## src/rtl/smoker_pkg.sv

```systemverilog
// Shared constants for the range-hood front end: button bit positions,
// default debounce/long-press timing and the per-button FSM encoding.
package smoker_pkg;

    // Bit positions of the five board buttons in every N_BTN-wide vector
    localparam int BTN_UP     = 0;
    localparam int BTN_LEFT   = 1;
    localparam int BTN_MIDDLE = 2;
    localparam int BTN_RIGHT  = 3;
    localparam int BTN_DOWN   = 4;
    localparam int N_BTN_DEF  = 5;

    // 20 ms debounce and 3 s long-press at 100 MHz
    localparam int DEB_CYCLES_DEF  = 2_000_000;
    localparam int LONG_CYCLES_DEF = 300_000_000;

    // Per-button press-tracking state
    localparam int STATE_W = 2;
    typedef enum logic [STATE_W-1:0] {
        ST_IDLE = 2'd0,   // debounced level low
        ST_DOWN = 2'd1,   // pressed, hold counter running
        ST_LONG = 2'd2    // long-press reached, held asserted
    } state_t;

endpackage

```

## src/rtl/btn_conditioner_if.sv

```systemverilog
// Button bundle between the board pads and the controller logic.
// There is no handshake: btn_raw is a free-running asynchronous level from the
// pads (master side), every other signal is a registered output of the
// conditioner (slave side), valid on every cycle. Pulses last one cycle.
interface btn_conditioner_if
    import smoker_pkg::*;
#(
    parameter int N_BTN = N_BTN_DEF
);
    logic [N_BTN-1:0]              btn_raw;
    logic [N_BTN-1:0]              btn_level;
    logic [N_BTN-1:0]              btn_press;
    logic [N_BTN-1:0]              btn_release;
    logic [N_BTN-1:0]              btn_click;
    logic [N_BTN-1:0]              btn_long;
    logic [N_BTN-1:0]              btn_held;
    logic [N_BTN-1:0][STATE_W-1:0] dbg_state;

    modport master (
        output btn_raw,
        input  btn_level, btn_press, btn_release, btn_click, btn_long, btn_held,
        input  dbg_state
    );

    modport slave (
        input  btn_raw,
        output btn_level, btn_press, btn_release, btn_click, btn_long, btn_held,
        output dbg_state
    );
endinterface

```

## src/rtl/btn_debounce_one.sv

```systemverilog
// One button: 2-flop synchroniser, debounce counter, press-tracking FSM and
// registered one-cycle event pulses.
module btn_debounce_one
    import smoker_pkg::*;
#(
    parameter int DEB_CYCLES  = DEB_CYCLES_DEF,
    parameter int LONG_CYCLES = LONG_CYCLES_DEF
) (
    input  logic   i_clk,
    input  logic   i_rst_n,
    input  logic   i_raw,
    output logic   o_level,
    output logic   o_press,
    output logic   o_release,
    output logic   o_click,
    output logic   o_long,
    output logic   o_held,
    output state_t o_state
);
    localparam int                DEB_W    = $clog2(DEB_CYCLES);
    localparam logic [DEB_W-1:0]  DEB_MAX  = DEB_W'(DEB_CYCLES - 1);
    localparam int                HOLD_W   = $clog2(LONG_CYCLES);
    localparam logic [HOLD_W-1:0] HOLD_MAX = HOLD_W'(LONG_CYCLES - 1);

    logic              r_sync0, r_sync1;
    logic [DEB_W-1:0]  r_deb_cnt;
    logic              r_level;
    state_t            r_state;
    logic [HOLD_W-1:0] r_hold_cnt;
    logic              r_press, r_release, r_click, r_long, r_held;

    logic              w_deb_hit, w_rise, w_fall;
    state_t            w_state_next;
    logic [HOLD_W-1:0] w_hold_next;
    logic              w_press_next, w_release_next, w_click_next, w_long_next;
    logic              w_held_next;

    // The level flips on the edge where the counter saturates; the FSM reacts on
    // that same edge so press/release line up with the new level.
    assign w_deb_hit = (r_sync1 != r_level) && (r_deb_cnt == DEB_MAX);
    assign w_rise    = w_deb_hit &&  r_sync1;
    assign w_fall    = w_deb_hit && !r_sync1;

    // Two-flop synchroniser for the asynchronous pad
    always_ff @(posedge i_clk or negedge i_rst_n) begin
        if (!i_rst_n) begin
            r_sync0 <= 1'b0;
            r_sync1 <= 1'b0;
        end else begin
            r_sync0 <= i_raw;
            r_sync1 <= r_sync0;
        end
    end

    // Debounce: accept a new level only after DEB_CYCLES consecutive differing samples
    always_ff @(posedge i_clk or negedge i_rst_n) begin
        if (!i_rst_n) begin
            r_deb_cnt <= '0;
            r_level   <= 1'b0;
        end else if (r_sync1 == r_level) begin
            r_deb_cnt <= '0;
        end else if (r_deb_cnt == DEB_MAX) begin
            r_level   <= r_sync1;
            r_deb_cnt <= '0;
        end else begin
            r_deb_cnt <= r_deb_cnt + 1'b1;
        end
    end

    // FSM state and hold counter registers
    always_ff @(posedge i_clk or negedge i_rst_n) begin
        if (!i_rst_n) begin
            r_state    <= ST_IDLE;
            r_hold_cnt <= '0;
        end else begin
            r_state    <= w_state_next;
            r_hold_cnt <= w_hold_next;
        end
    end

    // Next state and pulse decode; a fall is checked before the long threshold
    // so a release on the threshold edge is reported as a click, not a long press.
    always_comb begin
        w_state_next   = r_state;
        w_hold_next    = r_hold_cnt;
        w_press_next   = 1'b0;
        w_release_next = 1'b0;
        w_click_next   = 1'b0;
        w_long_next    = 1'b0;
        case (r_state)
            ST_IDLE: begin
                if (w_rise) begin
                    w_state_next = ST_DOWN;
                    w_press_next = 1'b1;
                    w_hold_next  = '0;
                end
            end
            ST_DOWN: begin
                if (w_fall) begin
                    w_state_next   = ST_IDLE;
                    w_release_next = 1'b1;
                    w_click_next   = 1'b1;
                end else if (r_hold_cnt == HOLD_MAX) begin
                    w_state_next = ST_LONG;
                    w_long_next  = 1'b1;
                end else begin
                    w_hold_next = r_hold_cnt + 1'b1;
                end
            end
            ST_LONG: begin
                if (w_fall) begin
                    w_state_next   = ST_IDLE;
                    w_release_next = 1'b1;
                end
            end
            default: w_state_next = ST_IDLE;
        endcase
        w_held_next = (w_state_next == ST_LONG);
    end

    // Registered event pulses and held level
    always_ff @(posedge i_clk or negedge i_rst_n) begin
        if (!i_rst_n) begin
            r_press   <= 1'b0;
            r_release <= 1'b0;
            r_click   <= 1'b0;
            r_long    <= 1'b0;
            r_held    <= 1'b0;
        end else begin
            r_press   <= w_press_next;
            r_release <= w_release_next;
            r_click   <= w_click_next;
            r_long    <= w_long_next;
            r_held    <= w_held_next;
        end
    end

    assign o_level   = r_level;
    assign o_press   = r_press;
    assign o_release = r_release;
    assign o_click   = r_click;
    assign o_long    = r_long;
    assign o_held    = r_held;
    assign o_state   = r_state;

endmodule

```

## src/rtl/btn_conditioner.sv

```systemverilog
// Five-button front end: one independent btn_debounce_one per button bit.
module btn_conditioner
    import smoker_pkg::*;
#(
    parameter int N_BTN       = N_BTN_DEF,
    parameter int DEB_CYCLES  = DEB_CYCLES_DEF,
    parameter int LONG_CYCLES = LONG_CYCLES_DEF
) (
    input  logic              clk,
    input  logic              rst,
    btn_conditioner_if.slave  bus
);
    logic [N_BTN-1:0] w_level, w_press, w_release, w_click, w_long, w_held;
    state_t           w_state [N_BTN];

    for (genvar g = 0; g < N_BTN; g++) begin : g_btn
        btn_debounce_one #(
            .DEB_CYCLES  (DEB_CYCLES),
            .LONG_CYCLES (LONG_CYCLES)
        ) u_btn (
            .i_clk     (clk),
            .i_rst_n   (rst),
            .i_raw     (bus.btn_raw[g]),
            .o_level   (w_level[g]),
            .o_press   (w_press[g]),
            .o_release (w_release[g]),
            .o_click   (w_click[g]),
            .o_long    (w_long[g]),
            .o_held    (w_held[g]),
            .o_state   (w_state[g])
        );
        assign bus.dbg_state[g] = w_state[g];
    end

    assign bus.btn_level   = w_level;
    assign bus.btn_press   = w_press;
    assign bus.btn_release = w_release;
    assign bus.btn_click   = w_click;
    assign bus.btn_long    = w_long;
    assign bus.btn_held    = w_held;

endmodule
```

## src/flat_wrapper.sv

```systemverilog
// flat-port wrapper written by rule: the top's interface ports become plain ports
module btn_conditioner_flat import smoker_pkg::*;
#(
    parameter int N_BTN       = N_BTN_DEF,
    parameter int DEB_CYCLES  = DEB_CYCLES_DEF,
    parameter int LONG_CYCLES = LONG_CYCLES_DEF
)
  (clk, rst, bus_btn_raw, bus_btn_level, bus_btn_press, bus_btn_release, bus_btn_click, bus_btn_long, bus_btn_held, bus_dbg_state);
  btn_conditioner_if #(.N_BTN(N_BTN)) bus_i ();
  input  logic clk;
  input  logic rst;
  input wire logic [$bits(bus_i.btn_raw)-1:0] bus_btn_raw;
  output wire logic [$bits(bus_i.btn_level)-1:0] bus_btn_level;
  output wire logic [$bits(bus_i.btn_press)-1:0] bus_btn_press;
  output wire logic [$bits(bus_i.btn_release)-1:0] bus_btn_release;
  output wire logic [$bits(bus_i.btn_click)-1:0] bus_btn_click;
  output wire logic [$bits(bus_i.btn_long)-1:0] bus_btn_long;
  output wire logic [$bits(bus_i.btn_held)-1:0] bus_btn_held;
  output wire logic [$bits(bus_i.dbg_state)-1:0] bus_dbg_state;
  assign bus_i.btn_raw = bus_btn_raw;
  assign bus_btn_level = bus_i.btn_level;
  assign bus_btn_press = bus_i.btn_press;
  assign bus_btn_release = bus_i.btn_release;
  assign bus_btn_click = bus_i.btn_click;
  assign bus_btn_long = bus_i.btn_long;
  assign bus_btn_held = bus_i.btn_held;
  assign bus_dbg_state = bus_i.dbg_state;
  btn_conditioner #(.N_BTN(N_BTN), .DEB_CYCLES(DEB_CYCLES), .LONG_CYCLES(LONG_CYCLES)) u_core (.clk(clk), .rst(rst), .bus(bus_i));
endmodule
```

## config.mk

```make
export PLATFORM = sky130hd
export DESIGN_NAME = btn_conditioner_flat
export DESIGN_NICKNAME = d
export VERILOG_FILES = /design/src/rtl/smoker_pkg.sv /design/src/rtl/btn_conditioner_if.sv /design/src/rtl/btn_debounce_one.sv /design/src/rtl/btn_conditioner.sv /design/src/flat_wrapper.sv
export SDC_FILE = /design/constraint.sdc
export NUM_CORES = 1
export LEC_CHECK = 0
export BUFFER_PORTS_ARGS = -buffer_cell sky130_fd_sc_hd__buf_2
export CORE_MARGIN = 3
export CORE_UTILIZATION = 35
export CTS_BUF_LIST = sky130_fd_sc_hd__clkbuf_4
export DETAILED_ROUTE_END_ITERATION = 7
export PLACE_DENSITY_LB_ADDON = 0.25
export SLEW_MARGIN = 20
export SYNTH_ARGS = -nofsm -noshare
export SYNTH_HDL_FRONTEND = slang
export SYNTH_SLANG_ARGS = --single-unit
```

## constraint.sdc

```tcl
create_clock -name clk -period 6.5 [get_ports clk]
set_input_delay 0.325 -clock clk [delete_from_list [all_inputs] [get_ports clk]]
set_output_delay 0.325 -clock clk [all_outputs]
set_load 0.05 [all_outputs]
```

==> impl_metrics.env <==
export IMPL_syn_area_mm2=0.0161
export IMPL_grt_busiest_layer="met2"
export IMPL_gr_total_overflow=0
export IMPL_max_slew_margin_rel_pct=32.5
export IMPL_maxCapViolations=0
export IMPL_synth_simple_area_share_pct=29.4
export IMPL_startpoint_type="flop"
export IMPL_grt_pass1_vias=12774
export IMPL_synth_top_family_by_area="simple AND/OR/NAND/NOR gates"
export IMPL_yosysTopAreaCell="dfrtp_1"
export IMPL_synthAdderAreaFrac_pct=2.34
export IMPL_synth_edf_count=0
export IMPL_hp_class="input port to async pin"
export IMPL_die_area_mm2=0.0485
export IMPL_gp_congestion=0.826
export IMPL_slew_viol_final=0
export IMPL_area_growth_pct=11.2
export IMPL_clk_path_buf_depth=3
export IMPL_avgViaCountPerCell=5.28
export IMPL_drc=0
export IMPL_hpwl_mm=23.3
export IMPL_r2r_start="u_core.g_btn[4].u_btn.r_deb_cnt[16]"
export IMPL_grt_max_degree=138
export IMPL_synth_compound_area_share_pct=9.10
export IMPL_grt_use_total_pct=15.2
export IMPL_crit_slowest_cell="or4_1"
export IMPL_synth_mux_area_share_pct=0.787
export IMPL_crit_required_ns=7.17
export IMPL_layout_commonest_cell="dfrtp_1"
export IMPL_met1_usage_pct=20.2
export IMPL_power_mw=3.80
export IMPL_synth_flop_cell="dfrtp_1"
export IMPL_fin_crit_ns=3.25
export IMPL_synth_area_leaders="dfrtp_1 47%, nor2_1 5.4%, xor2_1 4.5%"
export IMPL_path_cells="or4b_1 -> nor3_1 -> a31oi_1 -> a21oi_2 -> nand2_2 -> or4_1 -> a21oi_1"
export IMPL_power_density_mw_per_mm2=213
export IMPL_synthArstFlopShare_pct=100
export IMPL_ir_worst_vdd_mv=0.0795
export IMPL_use_met2_pct=23.6
export IMPL_critPathBufInv=0
export IMPL_critical_path_arrival_ns=3.93
export IMPL_layout_nets=1838
export IMPL_portBuffers=46
export IMPL_syn_num_nets=1775
export IMPL_coreArea_mm2=0.0448
export IMPL_max_stage_delay_ns=0.60
export IMPL_htreeDepth=3
export IMPL_grt_pass1_wl_mm=62.1
export IMPL_numCtsBuffers=88
export IMPL_ioPinCount=47
export IMPL_yosys_cell_types_count=77
export IMPL_antenna_found_initial=1
export IMPL_antenna_left=0
export IMPL_p_leak_nw=7.65
export IMPL_drive_above_1_share_pct=11.8
export IMPL_cp_startpoint="u_core.g_btn[4].u_btn.r_deb_cnt[16]"
export IMPL_setup_tns_ns=0
export IMPL_finalCritPeriodShare_pct=50.0
export IMPL_yosys_warnings=0
export IMPL_grt_met3_usage_pct=3.65
export IMPL_crit_type="flop to flop"
export IMPL_die_x_um=220
export IMPL_rsz0062_at_grt="false"
export IMPL_cts_tree="done"
export IMPL_dp_cells=2297
export IMPL_clock_latency_ns=0.79
export IMPL_status="finished clean"
export IMPL_max_freq_ghz=0.307
export IMPL_final_cells=2461
export IMPL_yosysSeqAreaShare_pct=46.7
export IMPL_post_cts_buffers=0
export IMPL_drt_iter0_markers=837
export IMPL_wire_per_inst_um=14.6
export IMPL_critPathMaxFanout=26
export IMPL_root_buffer="clkbuf_4"
export IMPL_cp_top_family="simple AND/OR/NAND/NOR gates"
export IMPL_via_count=12991
export IMPL_fin_hold_ws_ns=0.166
export IMPL_skew_ns=0.0658
export IMPL_path_clk_slew_ns=0.07
export IMPL_first_pass_iters=5
export IMPL_final_cell_mix="300 x dfrtp_1, 229 x nor2_1, 145 x nand2_1"
export IMPL_netlist_area_leader_share_pct=46.7
export IMPL_final_hold_violation_count=0
export IMPL_cts_sinks=300
export IMPL_tightest_slew_ns=1.00
export IMPL_routed_wl_mm=36.0
export IMPL_synthCells=1738
export IMPL_synth_area_per_cell_um2=9.24
export IMPL_initial_core_util_pct=35.8
export IMPL_die_h_um=220
export IMPL_end_kind="flop"
export IMPL_synthXorXnorAreaFrac_pct=7.58
export IMPL_std_cell_rows=77
export IMPL_finalSetupViolations=0
export IMPL_nFillCells=4491
export IMPL_ys_seq_elements=300
-- flip-flops by register name, indices dropped and copies added (netlist names) --
| name | flops |
|---|---|
| u_core.g_btn.u_btn.r_hold_cnt | 145 |
| u_core.g_btn.u_btn.r_deb_cnt | 105 |
| u_core.g_btn.u_btn.o_state | 10 |
| u_core.g_btn.u_btn.o_click | 5 |
| u_core.g_btn.u_btn.o_held | 5 |
| u_core.g_btn.u_btn.o_level | 5 |
| u_core.g_btn.u_btn.o_long | 5 |
| u_core.g_btn.u_btn.o_press | 5 |
| u_core.g_btn.u_btn.o_release | 5 |
| u_core.g_btn.u_btn.r_sync0 | 5 |
| u_core.g_btn.u_btn.r_sync1 | 5 |
-- what timing repair did --
| item | CTS | global route |
|---|---|---|
| hold buffers | 6 | 0 |
| endpoints found under the hold margin | 92 | 0 |
| resized for setup | 0 | 0 |
-- layout make-up --
cell class                 count  area [µm²]  area share (%)
timing repair buffer          59         365            2.05
multi-input combinational   1301        7900            44.3
clock buffer                 123         923            5.17
tap                          592         741            4.15
antenna                        1        2.50          0.0140
sequential                   300        7510            42.1
inverter                      51         191            1.07
clock inverter                34         216            1.21
-- Yosys cell counts, drive strengths merged (5+ instances only) --
master	number
a211oi	7
a21o	8
a21oi	56
a31oi	11
and2	26
and3	66
and4	16
buf	45
clkbuf	41
dfrtp	300
ha	30
inv	50
mux2	5
mux2i	7
nand2	146
nand2b	14
nand3	124
nand4	61
nor2	231
nor2b	10
nor3	38
nor3b	6
nor4	39
nor4b	16
o211ai	12
o21a	6
o21ai	70
o22ai	5
o31ai	27
o41ai	6
or2	6
or3	43
or4	24
or4b	5
xnor2	57
xor2	82
-- kinds of logic after synthesis --
| group | count (synthesis) |
|---|---|
| flops | 300 |
| simple gates | 891 |
| fa+ha+maj | 30 |
| mux | 12 |
| buf+inv | 137 |
| xor+xnor | 139 |
| compound gates | 229 |
-- metrics by stage --
stage / setup slack [ns] / instance area, µm² / utilization, %
6_report: 3.25 / 17900 / 39.8
5_1_grt: 2.91 / 17900 / 39.8
4_1_cts: 3.28 / 17800 / 39.8
3_5_place_dp: 3.33 / 16600 / 37.2
3_3_place_gp: 3.44 / 16600 / 37.2
2_1_floorplan: 4.00 / 16100 / -
-- final timing paths --
kind	end	slack, ns	cells after the start
max reg2reg	u_core.g_btn[4].u_btn.r_hold_cnt[16]	3.25	7
min reg2reg	u_core.g_btn[4].u_btn.r_sync1	0.33	0
max in group asynchronous	u_core.g_btn[1].u_btn.r_deb_cnt[11]	4.88	3
max	u_core.g_btn[4].u_btn.r_hold_cnt[16]	3.25	7
min	u_core.g_btn[0].u_btn.r_hold_cnt[17]	0.17	2
min in group clk	u_core.g_btn[1].u_btn.r_sync0	0.19	2
-- routing by layer --
layer	routed length (µm)	share of wire, %	up-vias
met1	16900	47	6276
met2	16200	45	287
met3	1890	5.3	81
met5	0	0	-
li1	-	-	6347
met4	1010	2.8	0
-- power by group --
| part | switching, mW | internal (mW) |
|---|---|---|
| Combinational | 0.0563 | 0.0161 |
| Sequential | 0.00862 | 1.88 |
| Clock | 0.849 | 0.992 |
No activity file was read; power rests on OpenSTA's default activity.
